### src/rtl/axi_write_master.sv
// rtl/axi_write_master.sv - single-beat AXI write master with request/response handshake
// Optional B-channel watchdog is compiled in with AXI_WR_TIMEOUT_EN.
`timescale 1ns/1ps
module axi_write_master #(
  parameter int ADDR_W         = 32,
  parameter int DATA_W         = 64,
  parameter int TIMEOUT_CYCLES = 1024
) (
  input  logic                ACLK,
  input  logic                ARESETn,
  input  logic                req_valid,
  output logic                req_ready,
  input  logic [ADDR_W-1:0]   req_addr,
  input  logic [DATA_W-1:0]   req_wdata,
  input  logic [1:0]          req_size,
  output logic                resp_valid,
  output logic                resp_err,
  output logic [1:0]          resp_code,
  output logic                AWVALID,
  input  logic                AWREADY,
  output logic [ADDR_W-1:0]   AWADDR,
  output logic [2:0]          AWSIZE,
  output logic [7:0]          AWLEN,
  output logic                WVALID,
  input  logic                WREADY,
  output logic [DATA_W-1:0]   WDATA,
  output logic [DATA_W/8-1:0] WSTRB,
  output logic                WLAST,
  input  logic                BVALID,
  input  logic [1:0]          BRESP,
  output logic                BREADY
);
  localparam int STRB_W = DATA_W / 8;
  localparam int OFF_W  = $clog2(STRB_W);

  typedef enum logic [1:0] {IDLE, SEND, WAIT_B, RESP} state_t;
  state_t state;

  logic [OFF_W-1:0]  off;
  logic [OFF_W-1:0]  size_mask;
  logic              local_err;
  logic [DATA_W-1:0] wdata_sh;
  logic [STRB_W-1:0] strb;
  logic              aw_done;
  logic              w_done;

  // Lane placement: the byte offset within the bus word selects the lanes.
  always_comb begin
    off       = req_addr[OFF_W-1:0];
    size_mask = OFF_W'((32'd1 << req_size) - 32'd1);
    local_err = (32'(req_size) > OFF_W) || ((off & size_mask) != '0);
    wdata_sh  = req_wdata << {off, 3'b000};
    strb      = STRB_W'(((32'd1 << (32'd1 << req_size)) - 32'd1) << off);
  end

  assign aw_done   = !AWVALID || AWREADY;
  assign w_done    = !WVALID || WREADY;
  assign req_ready = (state == IDLE) && ARESETn;
  assign AWLEN     = 8'd0;
  assign WLAST     = WVALID;

`ifdef AXI_WR_TIMEOUT_EN
  localparam int CNT_W = $clog2(TIMEOUT_CYCLES + 1);
  logic [CNT_W-1:0] wd_cnt;
`endif

  always_ff @(posedge ACLK) begin
    if (!ARESETn) begin
      state      <= IDLE;
      AWVALID    <= 1'b0;
      WVALID     <= 1'b0;
      BREADY     <= 1'b0;
      resp_valid <= 1'b0;
      resp_err   <= 1'b0;
      resp_code  <= 2'b00;
      AWADDR     <= '0;
      AWSIZE     <= 3'd0;
      WDATA      <= '0;
      WSTRB      <= '0;
`ifdef AXI_WR_TIMEOUT_EN
      wd_cnt     <= '0;
`endif
    end else begin
      case (state)
        IDLE: begin
          if (req_valid) begin
            if (local_err) begin
              state      <= RESP;
              resp_valid <= 1'b1;
              resp_err   <= 1'b1;
              resp_code  <= 2'b11;
            end else begin
              AWADDR  <= req_addr;
              AWSIZE  <= {1'b0, req_size};
              WDATA   <= wdata_sh;
              WSTRB   <= strb;
              AWVALID <= 1'b1;
              WVALID  <= 1'b1;
              state   <= SEND;
            end
          end
        end
        SEND: begin
          // AW and W complete independently; the last one moves us on.
          if (AWREADY) AWVALID <= 1'b0;
          if (WREADY)  WVALID  <= 1'b0;
          if (aw_done && w_done) begin
            state  <= WAIT_B;
            BREADY <= 1'b1;
`ifdef AXI_WR_TIMEOUT_EN
            wd_cnt <= '0;
`endif
          end
        end
        WAIT_B: begin
          if (BVALID) begin
            BREADY     <= 1'b0;
            resp_valid <= 1'b1;
            resp_err   <= (BRESP != 2'b00);
            resp_code  <= BRESP;
            state      <= RESP;
          end
`ifdef AXI_WR_TIMEOUT_EN
          else if (wd_cnt == CNT_W'(TIMEOUT_CYCLES - 1)) begin
            BREADY     <= 1'b0;
            resp_valid <= 1'b1;
            resp_err   <= 1'b1;
            resp_code  <= 2'b11;
            state      <= RESP;
          end
          wd_cnt <= wd_cnt + CNT_W'(1);
`endif
        end
        RESP: begin
          resp_valid <= 1'b0;
          resp_err   <= 1'b0;
          resp_code  <= 2'b00;
          state      <= IDLE;
        end
        default: state <= IDLE;
      endcase
    end
  end
endmodule

### config.mk
export PLATFORM = sky130hd
export DESIGN_NAME = axi_write_master
export DESIGN_NICKNAME = d
export VERILOG_FILES = /design/src/rtl/axi_write_master.sv
export SDC_FILE = /design/constraint.sdc
export NUM_CORES = 1
export LEC_CHECK = 0
export BUFFER_PORTS_ARGS = -buffer_cell sky130_fd_sc_hd__buf_2
export CAP_MARGIN = 40
export CORE_UTILIZATION = 49
export CTS_CLUSTER_DIAMETER = 100
export DETAILED_ROUTE_END_ITERATION = 8
export PLACE_DENSITY_LB_ADDON = 0.25
export RECOVER_POWER = 100
export SYNTH_ARGS = -nofsm -noshare
export SYNTH_HDL_FRONTEND = slang
export SYNTH_SLANG_ARGS = --single-unit
export TNS_END_PERCENT = 50
### constraint.sdc
create_clock -name ACLK -period 1.85 [get_ports ACLK]
set_input_delay 0.37 -clock ACLK [delete_from_list [all_inputs] [get_ports ACLK]]
set_output_delay 0.37 -clock ACLK [all_outputs]
set_load 0.01 [all_outputs]
==> results of run 1 <==
[sequential cells by signal, indices dropped and copies added (netlist names), 2 cells and up]
| signal | count |
|---|---|
| AWADDR | 32 |
| AWSIZE | 2 |
| WDATA | 64 |
| WSTRB | 8 |
| resp_code | 2 |
| state | 2 |
[where the power goes]
group	internal, mW	switching, mW	leakage [nW]
combinational	0.933	1.41	2.04
clock	2.36	1.16	0.301
sequential	2.81	0.193	0.937
[through the flow]
step	util	hold slack, ps	setup TNS [ps]
floorplan	-	476	0
global placement	0.637	439	-108
detailed placement	0.637	442	-974
CTS	0.693	157	0
global route	0.677	171	0
finish	0.677	165	0
[routing by layer]
metal,global-route usage,vias up
met5,0,-
met4,0.106,0
met3,0.0805,37
met2,0.503,321
met1,0.450,2933
li1,-,2930
[Yosys cell counts (2+ instances only)]
| cell type | number |
|---|---|
| o22ai_1 | 9 |
| o31ai_1 | 8 |
| buf_2 | 24 |
| nand2b_1 | 4 |
| a211oi_1 | 4 |
| clkbuf_1 | 18 |
| ha_1 | 6 |
| nor2b_1 | 21 |
| a31oi_1 | 6 |
| a21bo_2 | 4 |
| a21oi_1 | 93 |
| dfxtp_1 | 115 |
| inv_1 | 7 |
| buf_6 | 2 |
| a2bb2oi_1 | 2 |
| nor3_1 | 2 |
| o21ai_0 | 54 |
| nand2_1 | 94 |
| or2_2 | 2 |
| o22a_1 | 2 |
| nand3_1 | 22 |
| nor3b_1 | 2 |
| a22o_1 | 8 |
| a211o_1 | 3 |
| buf_1 | 7 |
| nor2_1 | 25 |
| buf_4 | 19 |
| a311oi_1 | 10 |
| mux4_2 | 12 |
| o2bb2ai_1 | 11 |
| mux2i_1 | 72 |
| a22oi_1 | 4 |
[cell usage in the layout (no fill, tap or decap), types with 6 or more instances in the layout]
| cell | Yosys | routed |
|---|---|---|
| nor2b_1 | 21 | 21 |
| dfxtp_1 | 115 | 113 |
| mux2i_1 | 72 | 72 |
| a21oi_1 | 93 | 93 |
| o21ai_0 | 54 | 54 |
| mux4_2 | 12 | 12 |
| buf_2 | 24 | 105 |
| a22o_1 | 8 | 8 |
| buf_4 | 19 | 48 |
| nand3_1 | 22 | 22 |
| a31oi_1 | 6 | 6 |
| o2bb2ai_1 | 11 | 11 |
| nand2_1 | 94 | 94 |
| o31ai_1 | 8 | 8 |
| a311oi_1 | 10 | 10 |
| o22ai_1 | 9 | 9 |
| nor2_1 | 25 | 25 |
| conb_1 | 1 | 9 |
| clkbuf_16 | 0 | 17 |
| clkbuf_1 | 18 | 121 |
[final cells by class]
cell class	count	area [um^2]	area share
Clock inverter	8	149	0.0189
Timing Repair Buffer	278	1450	0.183
Multi-Input combinational cell	503	3310	0.419
Inverter	8	30.0	0.00380
Tap cell	143	179	0.0227
Clock buffer	24	482	0.0610
Sequential cell	115	2300	0.292
[kinds of logic after synthesis]
kind of cell / share of synthesized area
flip-flops: 0.386
multiplexers: 0.166
other: 0.000628
AO/OA/AOI/OAI: 0.234
adder cells (fa/ha/maj): 0.0126
AND/OR/NAND/NOR: 0.133
buffers and inverters: 0.0686
[path summary, 6_finish.rpt]
path	from	end	slack, ps	depth (start not counted)
setup / recovery	state[1]	req_ready	60	5
hold / removal	WREADY	WLAST	170	2
setup reg to reg	state[1]	resp_code[1]	140	6
hold reg to reg	AWADDR[22]	AWADDR[22]	450	2
[timing repair]
item	CTS	global route
endpoints found under the hold margin	0	0
setup buffers	0	1
cloned	0	0
pin swaps	0	0
endpoints found under the setup margin	1	2
resized for setup	4	2
[critical path, cell delays in order (launching register included)]
cell     delay, ps
dfxtp_2        340
inv_2           70
ha_4           190
buf_4          140
and2_1         130
buf_2          130
==> results.ini, run 1 <==
[placed_design]
dp_hpwl_um = 15000
gp_congestion = 0.884
dp_cells = 1046
port_buffers = 220
post_dp_cell_area_um2 = 7430
preCtsSetupSlack_ps = -78.2

[flow_run]
maxCapViolations = 0

[cells_and_area]
drive_gt1_frac = 0.231
area_growth_syn_to_layout_pct = 32.3
stdcell_area_um2 = 7900
fin_cells = 1079
nets = 1035
diodes = 0
fillerInstances = 1032

[logic_synthesis]
synth_top_area_frac = 0.386
netlist_area_um2 = 5970
synth_flop_cell = dfxtp_1
yosysUniqueCellTypes = 48
synth-warning-count = 0
ys_top_cells_by_area = dfxtp_1 39%, mux2i_1 12%, a21oi_1 7.8%
synth-edff-count = 0
avgSynthCellArea_um2 = 8.67
syn_inst = 688
synth_top_cell_by_area = dfxtp_1
synth-async-reset-ratio = 0
synth-seq-area-share = 0.386
ys_ff_latch = 115

[floorplanning]
ios = 230
die-area_um2 = 12600
die_h_um = 112
core_um2 = 11700
rows = 39
die_x_um = 112
initial_core_util = 0.512

[route]
routedWlPerCell_um = 18.6
dr.max_layer_used = met4
wl_met3_um = 1710
viasPerCell = 5.77
m1WireLength_um = 9000
drc = 14
dr_wl_met2_um = 9010
drtAntennaViolNets = 0
vias = 6221
drtIter0Drc = 505
routed_wl_um = 20100
dr.pass1.iters = 8

[timing]
worst_pin_slew_ps = 674
max_clock_freq_ghz = 0.560
slew_viol_final = 0
maxSlewHeadroom = 0.550
finalSetupViolations = 0
hold_viol = 0
setup_ws_ps = 63.4
period_minus_slack_ps = 1790
rsz0062_at_grt = no
finClkSkew_ps = 9.50
fin_crit_sh = 0.966

[global_route]
grt_use_total = 0.327
grt_pass1_vias = 6045
grt.overflow.total = 0
grt_pass1_wl_um = 31800
grt_max_degree = 52
antenna_found_initial = 0

[critical_path]
worstPathArrival_ps = 1420
end_kind = primary output
crit_type = flop to primary output
crit_path_max_fanout = 5
worstSetupStartpointType = flop
critical_path_required_ps = 1480

[pwr]
powerDensity_nw_per_um2 = 1120
total_power_mw = 8.86
ir_worst_vdd_mv = 0.889
power.leakage_nw = 3.28

[cts]
numClockSinks = 115
clk_latency_ps = 420
postCtsHoldBufs = 0
clk_pin_slew_ps = 50
htree_num_levels = 4
clockBufferDepth = 2
cts_tree = built
numCtsBuffers = 17
cts_root_buf = clkbuf_16

[run_status]
violations = design-rule violations
outcome = complete, but fails checks

[min_path]
hold_path.class = input port to flop

(Power assumes the default switching activity.)
==> run 2, diff against run 1 <==
CORE_MARGIN = 2   (was not set)
==> results.ini, run 2 (synthesis results as in run 1) <==
[pwr]
ir_worst_vdd_mv = 0.665
power.leakage_nw = 3.17
powerDensity_nw_per_um2 = 1090
total_power_mw = 8.44

[timing]
maxSlewHeadroom = 0.472
holdWs_ps = 166
worst_pin_slew_ps = 786
finClkSkew_ps = 9.63
rsz0062_at_grt = yes
period_minus_slack_ps = 1820
fin_crit_sh = 0.985
max_clock_freq_ghz = 0.549
finalSetupViolations = 0
hold_viol = 0
tns_ps = 0
slew_viol_final = 0
setup_ws_ps = 28.1

[floorplanning]
rows = 40
die_h_um = 114
die-area_um2 = 13100
core_um2 = 12000
die_x_um = 114
ios = 230
initial_core_util = 0.499

[critical_path]
end_kind = primary output
crit_path_max_fanout = 5
critical_path_required_ps = 1480
crit_type = flop to primary output
worstPathArrival_ps = 1450
worstSetupStartpointType = flop

[global_route]
grt.overflow.total = 0
grt_use_total = 0.301
grt_pass1_wl_um = 30500
antenna_found_initial = 1
grt_pass1_vias = 5846
grt_max_degree = 63

[placed_design]
port_buffers = 220
preCtsSetupSlack_ps = -99.1
gp_congestion = 0.917
post_dp_cell_area_um2 = 7330
dp_hpwl_um = 14600
dp_cells = 1038

[cts]
clk_pin_slew_ps = 60
post_cts_buffers = 0
clockBufferDepth = 2
clk_latency_ps = 420
htree_num_levels = 4
numCtsBuffers = 17
numClockSinks = 115
cts_tree = built
cts_root_buf = clkbuf_16

[route]
drtIter0Drc = 463
routed_wl_um = 19800
drtAntennaViolNets = 0
drc = 0
vias = 6135
dr.pass1.iters = 5
routedWlPerCell_um = 18.5
viasPerCell = 5.73

[flow_run]
maxCapViolations = 0

[cells_and_area]
largest-register = WDATA
nets = 1022
diodes = 0
layout_commonest_cell = clkbuf_1
postLayoutCoreUtil = 0.645
largest_reg_flops = 64
reg_top3 = WDATA x64, AWADDR x32, WSTRB x8
fin_cells = 1070
layout_common_cells = 119 x clkbuf_1, 114 x dfxtp_1, 105 x buf_2
stdcell_area_um2 = 7720
fillerInstances = 1110
seq_area_um2 = 2300
area_growth_syn_to_layout_pct = 29.4
drive_gt1_frac = 0.223
multi_input_area_um2 = 3320

[min_path]
hold_path.class = input port to flop

[run_status]
outcome = completed

[run 2: cell types whose count changed in the layout (fill, tap and decap cells not counted), moves of 2 or more]
| cell | previous run | this run |
|---|---|---|
| buf_4 | 48 | 29 |
| clkinv_4 | 1 | 3 |
| clkbuf_1 | 121 | 119 |
| bufinv_16 | 4 | 1 |
| clkbuf_2 | 1 | 6 |
| inv_6 | 0 | 6 |
| clkbuf_8 | 3 | 0 |
[run 2: area by class of cell]
class / count / share of cell area
inverter: 8 / 0.00389
timing repair buffer: 265 / 0.170
sequential: 115 / 0.298
clock buffer: 17 / 0.0551
tap: 147 / 0.0238
multi-input combinational: 503 / 0.430
clock inverter: 15 / 0.0188
[run 2: path summary, 6_finish.rpt]
path | startpoint | endpoint | slack (ps) | depth (start not counted)
max | state[1] | req_ready | 30 | 5
min | WREADY | WLAST | 170 | 2
max reg2reg | state[1] | WDATA[47] | 150 | 6
min reg2reg | AWADDR[3] | AWADDR[3] | 450 | 2
[run 2: timing repair]
action	in CTS	in global routing
hold buffers	0	0
resized for setup	4	2
endpoints found under the setup margin	9	4
[run 2: metal layers]
| metal | vias up | GRT usage | part of all wire |
|---|---|---|---|
| li1 | 2910 | - | - |
| met1 | 2894 | 0.392 | 0.43 |
| met2 | 274 | 0.477 | 0.46 |
| met3 | 55 | 0.0805 | 0.071 |
| met4 | 2 | 0.123 | 0.031 |
| met5 | - | 0 | 0.00076 |
[run 2: where the power goes]
group	switching (mW)	internal, mW
sequential	0.188	2.80
clock	1.28	1.88
combinational	1.40	0.886
total	2.87	5.57
[run 2: worst max-delay path, stage by stage, from the launching register on]
cell and delay, ps:
dfxtp_2 350, inv_2 80, ha_4 190, buf_4 150, and2_1 130, buf_2 130
